[src/rtl/fwd_scoreboard.sv]
// Forwarding and hazard unit beside ID: tracks in-flight register writes across
// DEPTH downstream stages, picks operand sources and stalls on not-yet-ready results.
module fwd_scoreboard #(
    parameter int DATA_W   = 32,
    parameter int REG_AW   = 5,
    parameter int DEPTH    = 3,
    parameter int NSRC     = 2,
    parameter int LOAD_RDY = 1
) (
    input  logic                     clk,
    input  logic                     rst_n,
    input  logic                     id_valid,
    input  logic [NSRC*REG_AW-1:0]   id_src_addr,
    input  logic [NSRC*DATA_W-1:0]   id_src_data,
    input  logic                     id_wen,
    input  logic [REG_AW-1:0]        id_dst_addr,
    input  logic                     id_is_load,
    input  logic [DEPTH*DATA_W-1:0]  stg_data,
    input  logic                     pipe_hold,
    input  logic                     flush,
    output logic [NSRC*DATA_W-1:0]   fwd_data,
    output logic [NSRC*3-1:0]        fwd_sel,
    output logic                     stall,
    output logic [15:0]              stall_cnt
);

    logic [DEPTH-1:0]  ent_v;
    logic [DEPTH-1:0]  ent_wen;
    logic [REG_AW-1:0] ent_dst [DEPTH];
    logic [2:0]        ent_rdy [DEPTH];

    logic [NSRC-1:0]   hit;
    logic [NSRC-1:0]   hit_rdy;
    logic [NSRC-1:0]   not_ready;
    logic [2:0]        hit_sel  [NSRC];
    logic [DATA_W-1:0] hit_data [NSRC];
    logic              enter;

    // Scan oldest to youngest so the youngest matching entry overwrites any older one.
    always_comb begin
        hit     = '0;
        hit_rdy = '0;
        for (int i = 0; i < NSRC; i++) begin
            hit_sel[i]  = '0;
            hit_data[i] = '0;
            for (int k = DEPTH - 1; k >= 0; k--) begin
                if (ent_v[k] && ent_wen[k] &&
                    ent_dst[k] == id_src_addr[i*REG_AW +: REG_AW] &&
                    id_src_addr[i*REG_AW +: REG_AW] != '0) begin
                    hit[i]      = 1'b1;
                    hit_rdy[i]  = (3'(k) >= ent_rdy[k]);
                    hit_sel[i]  = 3'(k + 1);
                    hit_data[i] = stg_data[k*DATA_W +: DATA_W];
                end
            end
        end
    end

    always_comb begin
        fwd_data = id_src_data;
        fwd_sel  = '0;
        for (int i = 0; i < NSRC; i++) begin
            if (hit[i] && hit_rdy[i]) begin
                fwd_data[i*DATA_W +: DATA_W] = hit_data[i];
                fwd_sel[i*3 +: 3]            = hit_sel[i];
            end
        end
        not_ready = hit & ~hit_rdy;
        stall     = id_valid & ~flush & (|not_ready);
        enter     = id_valid & ~stall & ~flush;
    end

    always_ff @(posedge clk) begin
        if (!rst_n) begin
            ent_v     <= '0;
            stall_cnt <= '0;
        end else if (!pipe_hold) begin
            for (int k = 1; k < DEPTH; k++) begin
                ent_v[k] <= ent_v[k-1];
            end
            ent_v[0] <= enter;
            if (stall && stall_cnt != 16'hFFFF) begin
                stall_cnt <= stall_cnt + 16'd1;
            end
        end
    end

    // Payload fields are qualified by ent_v, so they need no reset.
    always_ff @(posedge clk) begin
        if (!pipe_hold) begin
            for (int k = 1; k < DEPTH; k++) begin
                ent_wen[k] <= ent_wen[k-1];
                ent_dst[k] <= ent_dst[k-1];
                ent_rdy[k] <= ent_rdy[k-1];
            end
            ent_wen[0] <= id_wen;
            ent_dst[0] <= id_dst_addr;
            ent_rdy[0] <= id_is_load ? 3'(LOAD_RDY) : 3'd0;
        end
    end

endmodule

[config.mk]
export PLATFORM = sky130hd
export DESIGN_NAME = fwd_scoreboard
export DESIGN_NICKNAME = d
export VERILOG_FILES = /design/src/rtl/fwd_scoreboard.sv
export SDC_FILE = /design/constraint.sdc
export NUM_CORES = 1
export LEC_CHECK = 0
export ABC_AREA = 1
export CAP_MARGIN = 20
export CORE_MARGIN = 2
export CORE_UTILIZATION = 28
export DETAILED_ROUTE_END_ITERATION = 10
export PLACE_DENSITY_LB_ADDON = 0.15
export SYNTH_ARGS = -nofsm -noshare
export SYNTH_HDL_FRONTEND = slang
export SYNTH_SLANG_ARGS = --single-unit
[constraint.sdc]
create_clock -name clk -period 1.95 [get_ports clk]
set_input_delay 0.39 -clock clk [delete_from_list [all_inputs] [get_ports clk]]
set_output_delay 0.39 -clock clk [all_outputs]
set_load 0.01 [all_outputs]
# After elaboration in Yosys (flattened, before gate mapping)
# Memories as Yosys holds them, arrays and structs flattened.
# Index checks and enable logic that the tools add are counted.
# Widths: inputs -> output; s select.
# totals
output_inout_bits,87
mem_count,2
wordCells,77
register_bits,22
ramBits,24
# classes
reduce_logical,22
add_sub_neg,1
n_lt_le_gt_ge,3
bitwise_logic,9
n_eq_ne,7
muxes,30
# memory_table
name,words,width,rd,rd_clocked_by_memory_dff,write_ports,line,rtl
ent_dst,3,5,3,0,3,29,logic [REG_AW-1:0] ent_dst [DEPTH];
ent_rdy,3,3,3,0,3,30,logic [2:0] ent_rdy [DEPTH];
# ops
cell,n
$mux 32,8
$eq 5x5->1,6
$logic_and 1x1->1,18
$mux 3,6
$add 16x1->16 const B,1
$ne 16x16->1 const B,1
$mux 1,14
$reduce_bool 5->1,2
$ge 1x3->1 const A,2
$and 1x1->1,4
$mux 2,2
$ge 2x3->1 const A,1
$not 1->1,3
$and 2x2->2,1
$not 2->2,1
$reduce_and 2->1,1
$reduce_or 2->1,1

# Depth between registers and ports, before layout
# Gate-level depths: netlist of the first run.
# An unclocked memory read counts as a cell.
# depth
depth_word,14
ltp_mapped,14
mapped_depth_nobuf,13

# Worst setup path before layout of the first run
# Ideal clock, no wire load.
# synth_path
kind,reg-to-output
start,memory ent_dst[1][2] (netlist: ent_dst[0][7])
end,output fwd_data[39]
arrival_ns,1.615
slack_ns,-0.055
path_stages_with_launch,11
cell_sequence,edfxtp_1 -> xor2_1 -> nor3_4 -> nand2_1 -> nand2_1 -> nand2_2 -> nand2_2 -> buf_4 -> buf_6 -> nand3_1 -> nand2_1
# synth_lines
item,line,rtl
"start, declared",29,
"end, declared",21,"output logic [NSRC*DATA_W-1:0] fwd_data,"

# Worst setup path in the final report of the first run
# layout_path
start,input id_src_addr[1]
end,output fwd_data[27]
# layout_between
elab_chain_len,8
elab_cells_between_ends,21
# layout_rtl
item,line,rtl
"start, declared",13,"input logic [NSRC*REG_AW-1:0] id_src_addr,"
$eq 5x5->1,48,ent_dst[k] == id_src_addr[i*REG_AW +: REG_AW] &&
$logic_and 1x1->1,47,if (ent_v[k] && ent_wen[k] &&
$logic_and 1x1->1,48,
$mux 1 (3 in a row),47,
$logic_and 1x1->1,63,if (hit[i] && hit_rdy[i]) begin
$mux 32 *,63,
# Mark *: on every way between the ends. The rest lies on a longest branch, timed or not.

==> results.json, run 1 <==
{
  "nFillCells": 1614,
  "antenna_found_initial": 0,
  "maxCapViolCount": 0,
  "holdPathStages": 0,
  "path_buf_inv": 6,
  "worst-path-stages": 14,
  "final.setup.worst_slack_ps": -636,
  "path_common_cell": "buf_4",
  "ir_drop_mv": 0.397,
  "slowest_stage": "or2_4",
  "drt_first_pass_iters": 4,
  "grt_pass1_vias": 6561,
  "cp_cell_sequence": "clkdlybuf4s15_2, or2_4, nor2_4, buf_4, nor2_1, nand2_2, clkinv_4, nand2_4, nand2_8, buf_12, buf_4, nand3_2, nand2_1, buf_2",
  "root_buffer": "clkbuf_16",
  "ys_seq_area_share_pct": 19.8,
  "avgSynthCellArea_sq_um": 5.23,
  "violations": "negative setup slack",
  "power.density_mw_per_mm2": 293,
  "fin_total_pwr_mw": 2.90,
  "skew_ps": 5.21,
  "dpl_cell_area_sq_mm": 0.00822,
  "criticalPathCategory": "primary input to output pin",
  "ys_top_cells_by_area": "nand2_1, nand3_1, edfxtp_1",
  "critPathMaxStageDelay_ps": 260,
  "synthCells": 916,
  "rsz0062_at_grt": "true",
  "worstPathMaxFanout": 11,
  "setup_viol": 79,
  "fin_util_pct": 59.5,
  "vias_per_cell": 4.78,
  "htreeDepth": 2,
  "yosys_warnings": 0,
  "final_nets": 1458,
  "synth_seq_cells": 38,
  "syn_area_sq_mm": 0.00479,
  "cts_tree": "yes",
  "r2r_cells": 15,
  "die_w_um": 135,
  "start_util_pct": 28.8,
  "leakagePower_nw": 4.81,
  "cts-buffers-inserted": 5,
  "yosys.area.top_type": "nand2_1",
  "die-area_sq_mm": 0.0182,
  "grt_pass1_wl_um": 35800,
  "wl_um": 24500,
  "crit_path_end_kind": "output pin",
  "grt_usage_pct": 24.7,
  "arrival_ps": 2200,
  "path_delay_family": "simple AND/OR/NAND/NOR gates",
  "period_needed_ps": 2590,
  "finalHoldViolCount": 0,
  "min_path_type": "flip-flop to flip-flop",
  "clock_sink_count": 38,
  "drc": 0,
  "syn_to_final_growth_pct": 106,
  "cts.clk_slew.worst_paths_ps": 60,
  "worst_ep_required_time_ps": 1560,
  "drive_above_1_share_pct": 31.9,
  "synthDistinctLibCells": 32,
  "io_pins": 269,
  "rows": 47,
  "grt_max_degree": 35,
  "ant_nets": 0,
  "dp_hpwl_um": 17200,
  "die_h_um": 135,
  "synth_top_cell_area_share_pct": 31.9,
  "stdcell_area_sq_mm": 0.00990,
  "min_period_over_period_pct": 133,
  "gp_congestion": 0.900,
  "max_freq_mhz": 387,
  "drt_iter0_drc": 379,
  "cts_buffer_depth": 2,
  "ctsHoldBuffers": 0,
  "finalMaxSlewViolations": 0,
  "wl_per_cell_um": 16.4,
  "grt-ovfl-total": 0,
  "core_area_sq_mm": 0.0166,
  "num_vias": 7159,
  "status": "complete, but fails checks",
  "clkLatencyLatePin_ps": 280,
  "io_buffers": 266,
  "cp-start-kind": "primary input"
}
synth_stat cells:
| library cell | instances |
|---|---|
| inv_1 | 106 |
| buf_6 | 4 |
| nand3_1 | 145 |
| xor2_1 | 11 |
| nor2_2 | 2 |
| nor2_1 | 50 |
| a21oi_1 | 36 |
| inv_2 | 8 |
| o21bai_1 | 1 |
| nor2_4 | 2 |
| o21ai_0 | 11 |
| conb_1 | 1 |
| nor3_1 | 10 |
| or2_1 | 1 |
| o31ai_1 | 1 |
| a21oi_2 | 1 |
| edfxtp_1 | 19 |
| dfxtp_1 | 19 |
| nand2_2 | 8 |
| nand3b_1 | 2 |
| buf_2 | 31 |
| buf_4 | 3 |
| nand2_1 | 407 |
| nor3_4 | 1 |
| o211ai_1 | 1 |
| nand2_4 | 1 |
| xnor2_1 | 4 |
| clkinv_1 | 1 |
| o22ai_1 | 1 |
| clkbuf_1 | 10 |
| ha_1 | 1 |
| nand4_1 | 17 |
routing by layer:
metal,up-vias,part of all wire [%],track usage [%]
li1,3593,-,-
met2,260,48,43.2
met1,3258,42,31.7
met5,-,0,0
met3,48,7.0,4.13
met4,0,3.1,5.44
layout by cell type (no fill, tap or decap), types with 18 or more instances in the layout:
cell	synthesis	layout
dfxtp_1	19	19
nand3_2	0	42
a21oi_1	36	29
nand2_1	407	314
buf_12	0	18
buf_6	4	58
nand2_2	8	81
edfxtp_1	19	19
clkdlybuf4s50_1	0	187
nand2_4	1	18
buf_4	3	64
inv_1	106	100
nor2_1	50	45
buf_2	31	41
nand3_1	145	97
worst reg2reg max path, delay by kind of cell, from the launching register on:
family / cells / cell delay, ps
buf+inv: 4 / 540
flops: 1 / 490
simple gates: 11 / 980
area by class of cell:
| cell class | count | area [sq um] | area share (%) |
|---|---|---|---|
| sequential | 38 | 951 | 9.61 |
| antenna | 1 | 2.50 | 0.0253 |
| inverter | 115 | 452 | 4.56 |
| timing repair buffer | 398 | 4080 | 41.2 |
| multi-input combinational | 717 | 3970 | 40.1 |
| clock inverter | 3 | 45.0 | 0.455 |
| tap | 220 | 275 | 2.78 |
| clock buffer | 5 | 125 | 1.26 |
worst paths after layout:
check        slack, ps            to            from
min reg2reg        460    ent_wen[2]      ent_wen[1]
min                460    ent_wen[2]      ent_wen[1]
max reg2reg       -190  stall_cnt[6]   ent_dst[0][4]
max               -640  fwd_data[27]  id_src_addr[1]
state kept, by name (all words and copies together), names as in the netlist:
signal and flops:
ent_rdy 1, ent_dst 15, ent_v 3, ent_wen 3, stall_cnt 16
cell families (layout without fill, tap and decap cells):
group	Yosys count	in the layout	synth area share (%)
AND/OR/NAND/NOR	646	647	57.0
buffers and inverters	163	521	14.4
AO/OA/AOI/OAI	52	52	5.69
flip-flops	38	38	19.8
XOR/XNOR	15	15	2.74
adder cells (fa/ha/maj)	1	1	0.261
other	1	3	0.0782
timing repair:
item	in CTS	in global routing
cloned	9	5
pin swaps	36	52
setup endpoints to repair	84	85
resized for setup	432	161
buffers inserted	44	13
power by group:
part,total [mW],internal [mW],switching (mW)
logic,1.05,0.603,0.445
registers,0.903,0.877,0.0268
clock network,0.947,0.603,0.344
per-stage QoR:
stage          setup TNS [ps]  worst slack [ps]  cells  hold WS [ps]
6_report               -41050              -636   1497           457
3_5_place_dp           -91260             -1260   1429           444
4_1_cts                -47830              -708   1489           459
2_1_floorplan            -141             -7.06    917           427
5_1_grt                -50740              -755   1496           468
3_3_place_gp           -90760             -1260   1429           433
(Power assumes the default switching activity.)
==> run 2, diff against run 1 <==
--- a/config.mk
+++ b/config.mk
@@ -10,6 +10,7 @@
 export CORE_MARGIN = 2
 export CORE_UTILIZATION = 28
 export DETAILED_ROUTE_END_ITERATION = 10
+export GPL_ROUTABILITY_DRIVEN = 0
 export PLACE_DENSITY_LB_ADDON = 0.15
 export SYNTH_ARGS = -nofsm -noshare
 export SYNTH_HDL_FRONTEND = slang
==> results.json, run 2 (synthesis gave the netlist of run 1 again) <==
{
  "status": "complete, but fails checks",
  "violations": "negative setup slack",
  "nFillCells": 1582,
  "die_w_um": 135,
  "drc": 0,
  "drt_first_pass_iters": 5,
  "die_h_um": 135,
  "grt_usage_pct": 24.8,
  "wl_per_cell_um": 17.0,
  "finalHoldViolCount": 0,
  "finalMaxSlewViolations": 0,
  "cts_tree": "yes",
  "min_path_type": "flip-flop to flip-flop",
  "final_cell_mix": "nand2_1, clkdlybuf4s50_1, inv_1",
  "io_buffers": 266,
  "leakagePower_nw": 4.87,
  "syn_to_final_growth_pct": 108,
  "grt-ovfl-total": 0,
  "final_common_cell": "nand2_1",
  "r2r_setup_slack_ps": -70,
  "grt_pass1_vias": 6673,
  "final.setup.worst_slack_ps": -710,
  "vias_per_cell": 4.83,
  "setup-tns-final_ps": -41770,
  "dp.cells": 1426,
  "core_area_sq_mm": 0.0166,
  "start_util_pct": 28.8,
  "ctsHoldBuffers": 0,
  "cts_buffer_depth": 2,
  "drt_iter0_drc": 354,
  "period_needed_ps": 2660,
  "min_period_over_period_pct": 136,
  "cp-start-kind": "primary input",
  "largest_register": "stall_cnt",
  "io_pins": 269,
  "arrival_ps": 2270,
  "antenna_found_initial": 0,
  "fin_util_pct": 59.9,
  "max_freq_mhz": 376,
  "final_nets": 1440,
  "drive_above_1_share_pct": 34.7,
  "crit_path_end_kind": "output pin",
  "skew_ps": 6.55,
  "htreeDepth": 2,
  "stdcell_area_sq_mm": 0.00996,
  "rsz0062_at_grt": "true",
  "setup_viol": 79,
  "criticalPathCategory": "primary input to output pin",
  "power.density_mw_per_mm2": 293,
  "finalNonFillerCells": 1479,
  "dp_hpwl_um": 17400,
  "worstPathMaxFanout": 6,
  "grt_max_degree": 29,
  "ant_nets": 0,
  "largest_registers": "stall_cnt: 16 flops, ent_dst: 15 flops",
  "num_vias": 7146,
  "cts.clk_slew.worst_paths_ps": 60,
  "ir_drop_mv": 0.309,
  "wl_um": 25100,
  "grt_pass1_wl_um": 36000,
  "die-area_sq_mm": 0.0182,
  "clock_sink_count": 38,
  "cts-buffers-inserted": 5,
  "largest_reg_flops": 16,
  "clkLatencyLatePin_ps": 280,
  "rows": 47,
  "root_buffer": "clkbuf_16",
  "dpl_cell_area_sq_mm": 0.00818,
  "worst_ep_required_time_ps": 1560,
  "whs_ps": 457,
  "maxCapViolCount": 0
}
[run 2: changes by cell type in the layout (fill, tap and decap cells not counted), sizes merged]
cell / previous run / this run
clkdlybuf4s15: 2 / 3
dlygate4sd2: 5 / 4
buf: 198 / 179
clkbuf: 11 / 12
[run 2: layout make-up]
cell class              instances  area (sq um)  area share [%]
clock buffers                   5           125            1.26
repair buffers                380          3910            39.3
clock inverters                 3          45.0           0.452
well taps                     220           275            2.76
inverters                     115           444            4.46
flip-flops and latches         38           951            9.55
multi-input cells             717          4210            42.2
diodes                          1          2.50          0.0251
[run 2: critical path, stage by stage]
cell and delay [ps]:
dlygate4sd2_1 220, inv_2 80, nand2_2 90, nor2_4 50, buf_4 140, nor2_2 90
nand3_2 100, buf_6 140, a21oi_4 170, buf_12 130, buf_6 90, buf_6 100
buf_6 120, nand2_2 50, nand3_2 60, nand2_2 60, nand2_1 60, buf_2 120
[run 2: power by group]
| group | internal (mW) | switching (mW) |
|---|---|---|
| combinational | 0.601 | 0.459 |
| clock | 0.604 | 0.353 |
| sequential | 0.877 | 0.0291 |
| total | 2.08 | 0.842 |
[run 2: worst paths after layout]
path | start | end | cells past startpoint
max | id_src_addr[6] | fwd_data[59] | 18
min | ent_wen[1] | ent_wen[2] | 0
max reg2reg | ent_dst[0][4] | stall_cnt[7] | 15
min reg2reg | ent_wen[1] | ent_wen[2] | 0
[run 2: per-stage QoR]
| stage | setup slack, ps | total power, mW |
|---|---|---|
| after global placement | -1210 | 1.88 |
| final | -710 | 2.92 |
| after CTS | -729 | 2.87 |
| after detailed placement | -1230 | 1.88 |
| after floorplan | -7.06 | 1.22 |
| after global routing | -836 | 3.05 |
[run 2: repair_timing]
item | 4_1_cts | 5_1_grt
cloned | 9 | 7
pin swaps | 49 | 78
endpoints found under the setup margin | 81 | 85
gates resized for setup | 473 | 180
buffers inserted | 28 | 11
[run 2: routing by layer]
metal	vias up	track usage, %	share of wire (%)	wire (um)
li1	3557	-	-	-
met1	3290	30.9	41	10300
met2	261	44.5	50	12500
met3	38	3.94	6.3	1590
met4	0	6.49	2.9	725
met5	-	0	0	0
==> run 3, diff against run 2 <==
--- a/config.mk
+++ b/config.mk
@@ -12,6 +12,7 @@
 export DETAILED_ROUTE_END_ITERATION = 10
 export GPL_ROUTABILITY_DRIVEN = 0
 export PLACE_DENSITY_LB_ADDON = 0.15
+export SKIP_CTS_REPAIR_TIMING = 1
 export SYNTH_ARGS = -nofsm -noshare
 export SYNTH_HDL_FRONTEND = slang
 export SYNTH_SLANG_ARGS = --single-unit
==> results.json, run 3 (synthesis gave the netlist of run 1 again) <==
{
  "maxCapViolCount": 0,
  "die_h_um": 135,
  "largest_registers": "stall_cnt: 16 flops, ent_dst: 15 flops",
  "final_common_cell": "nand2_1",
  "wl_um": 24800,
  "grt_pass1_wl_um": 33300,
  "syn_to_final_growth_pct": 101,
  "cts-buffers-inserted": 5,
  "seq_area_sq_um": 951,
  "grt_usage_pct": 22.9,
  "criticalPathCategory": "flip-flop to output pin",
  "cts_tree": "yes",
  "skew_ps": 7.55,
  "cts.clk_slew.worst_paths_ps": 60,
  "largest_reg_flops": 16,
  "antenna_found_initial": 0,
  "io_pins": 269,
  "drt_iter0_drc": 282,
  "leakagePower_nw": 4.69,
  "worst_ep_required_time_ps": 1560,
  "finalHoldViolCount": 0,
  "cp_cell_sequence": "buf_6, xor2_2, nor3_4, nand2_1, nand2_2, nand2_4, nand2_8, clkinv_8, clkbuf_16, nand2_1, nand2_2, clkbuf_2",
  "critPathMaxStageDelay_ps": 460,
  "fin_total_pwr_mw": 2.90,
  "root_buffer": "clkbuf_16",
  "nFillCells": 1654,
  "ant_nets": 0,
  "min_period_over_period_pct": 134,
  "vias_per_cell": 4.81,
  "finalNonFillerCells": 1470,
  "dp_hpwl_um": 17400,
  "n_antenna_cell": 0,
  "rsz0062_at_grt": "true",
  "grt_pass1_vias": 6169,
  "num_vias": 7072,
  "io_buffers": 266,
  "final_cell_mix": "nand2_1, clkdlybuf4s50_1, inv_1",
  "setup-tns-final_ps": -41330,
  "finalMaxSlewViolations": 0,
  "dp.cells": 1426,
  "grt-ovfl-total": 0,
  "final_nets": 1432,
  "clkLatencyLatePin_ps": 280,
  "die-area_sq_mm": 0.0182,
  "die_w_um": 135,
  "crit_path_end_kind": "output pin",
  "start_util_pct": 28.8,
  "htreeDepth": 2,
  "arrival_ps": 2230,
  "core_area_sq_mm": 0.0166,
  "min_path_type": "flip-flop to flip-flop",
  "cts_buffer_depth": 2,
  "fin_util_pct": 58.0,
  "drive_above_1_share_pct": 29.9,
  "cp-start-kind": "flip-flop",
  "status": "complete, but fails checks",
  "power.density_mw_per_mm2": 300,
  "drt_first_pass_iters": 5,
  "multi_input_area_sq_mm": 0.00398,
  "setup_viol": 79,
  "ir_drop_mv": 0.315,
  "period_needed_ps": 2620,
  "drc": 0,
  "rows": 47,
  "clock_sink_count": 38,
  "final.setup.worst_slack_ps": -667,
  "whs_ps": 457,
  "grt_max_degree": 36,
  "worstPathMaxFanout": 8,
  "violations": "negative setup slack",
  "slowest_stage": "edfxtp_1",
  "max_freq_mhz": 382,
  "wl_per_cell_um": 16.8,
  "largest_register": "stall_cnt"
}
[run 3: per-layer routing]
layer	up-vias	GRT usage (%)	routed length (um)	part of all wire, %
li1	3544	-	-	-
met5	-	0	0	0
met1	3212	29.8	10000	40
met2	290	40.7	12500	50
met3	26	3.45	1810	7.3
met4	0	3.63	458	1.9
[run 3: final cells by class]
cell class / instances / area share [%]
clock buffer: 5 / 1.30
clock inverter: 3 / 0.467
inverter: 115 / 4.68
multi-input combinational: 717 / 41.2
sequential: 38 / 9.86
tap: 220 / 2.85
timing repair buffer: 372 / 39.6
[run 3: path summary, 6_finish.rpt]
kind | end | start | depth (start not counted) | slack [ps]
setup / recovery | fwd_data[44] | ent_dst[0][9] | 12 | -670
hold / removal | ent_wen[2] | ent_wen[1] | 0 | 460
setup reg to reg | stall_cnt[9] | ent_dst[0][4] | 12 | -90
hold reg to reg | ent_wen[2] | ent_wen[1] | 0 | 460
[run 3: metrics by stage]
step,cell area (sq um),worst slack [ps]
final,9650,-667
after CTS,8350,-1230
after global placement,8180,-1210
after detailed placement,8180,-1230
after global routing,9650,-802
after floorplan,4860,-7.06
[run 3: power breakdown]
part	total, mW	switching [mW]	internal [mW]
sequential	0.906	0.0293	0.876
combinational	1.03	0.440	0.595
clock	0.958	0.355	0.604
[run 3: worst max-delay path, delay by kind of cell (launching register included)]
kind / cells / cell delay (ps)
buffers and inverters: 4 / 560
flip-flops: 1 / 460
AND/OR/NAND/NOR: 7 / 770
XOR/XNOR: 1 / 150
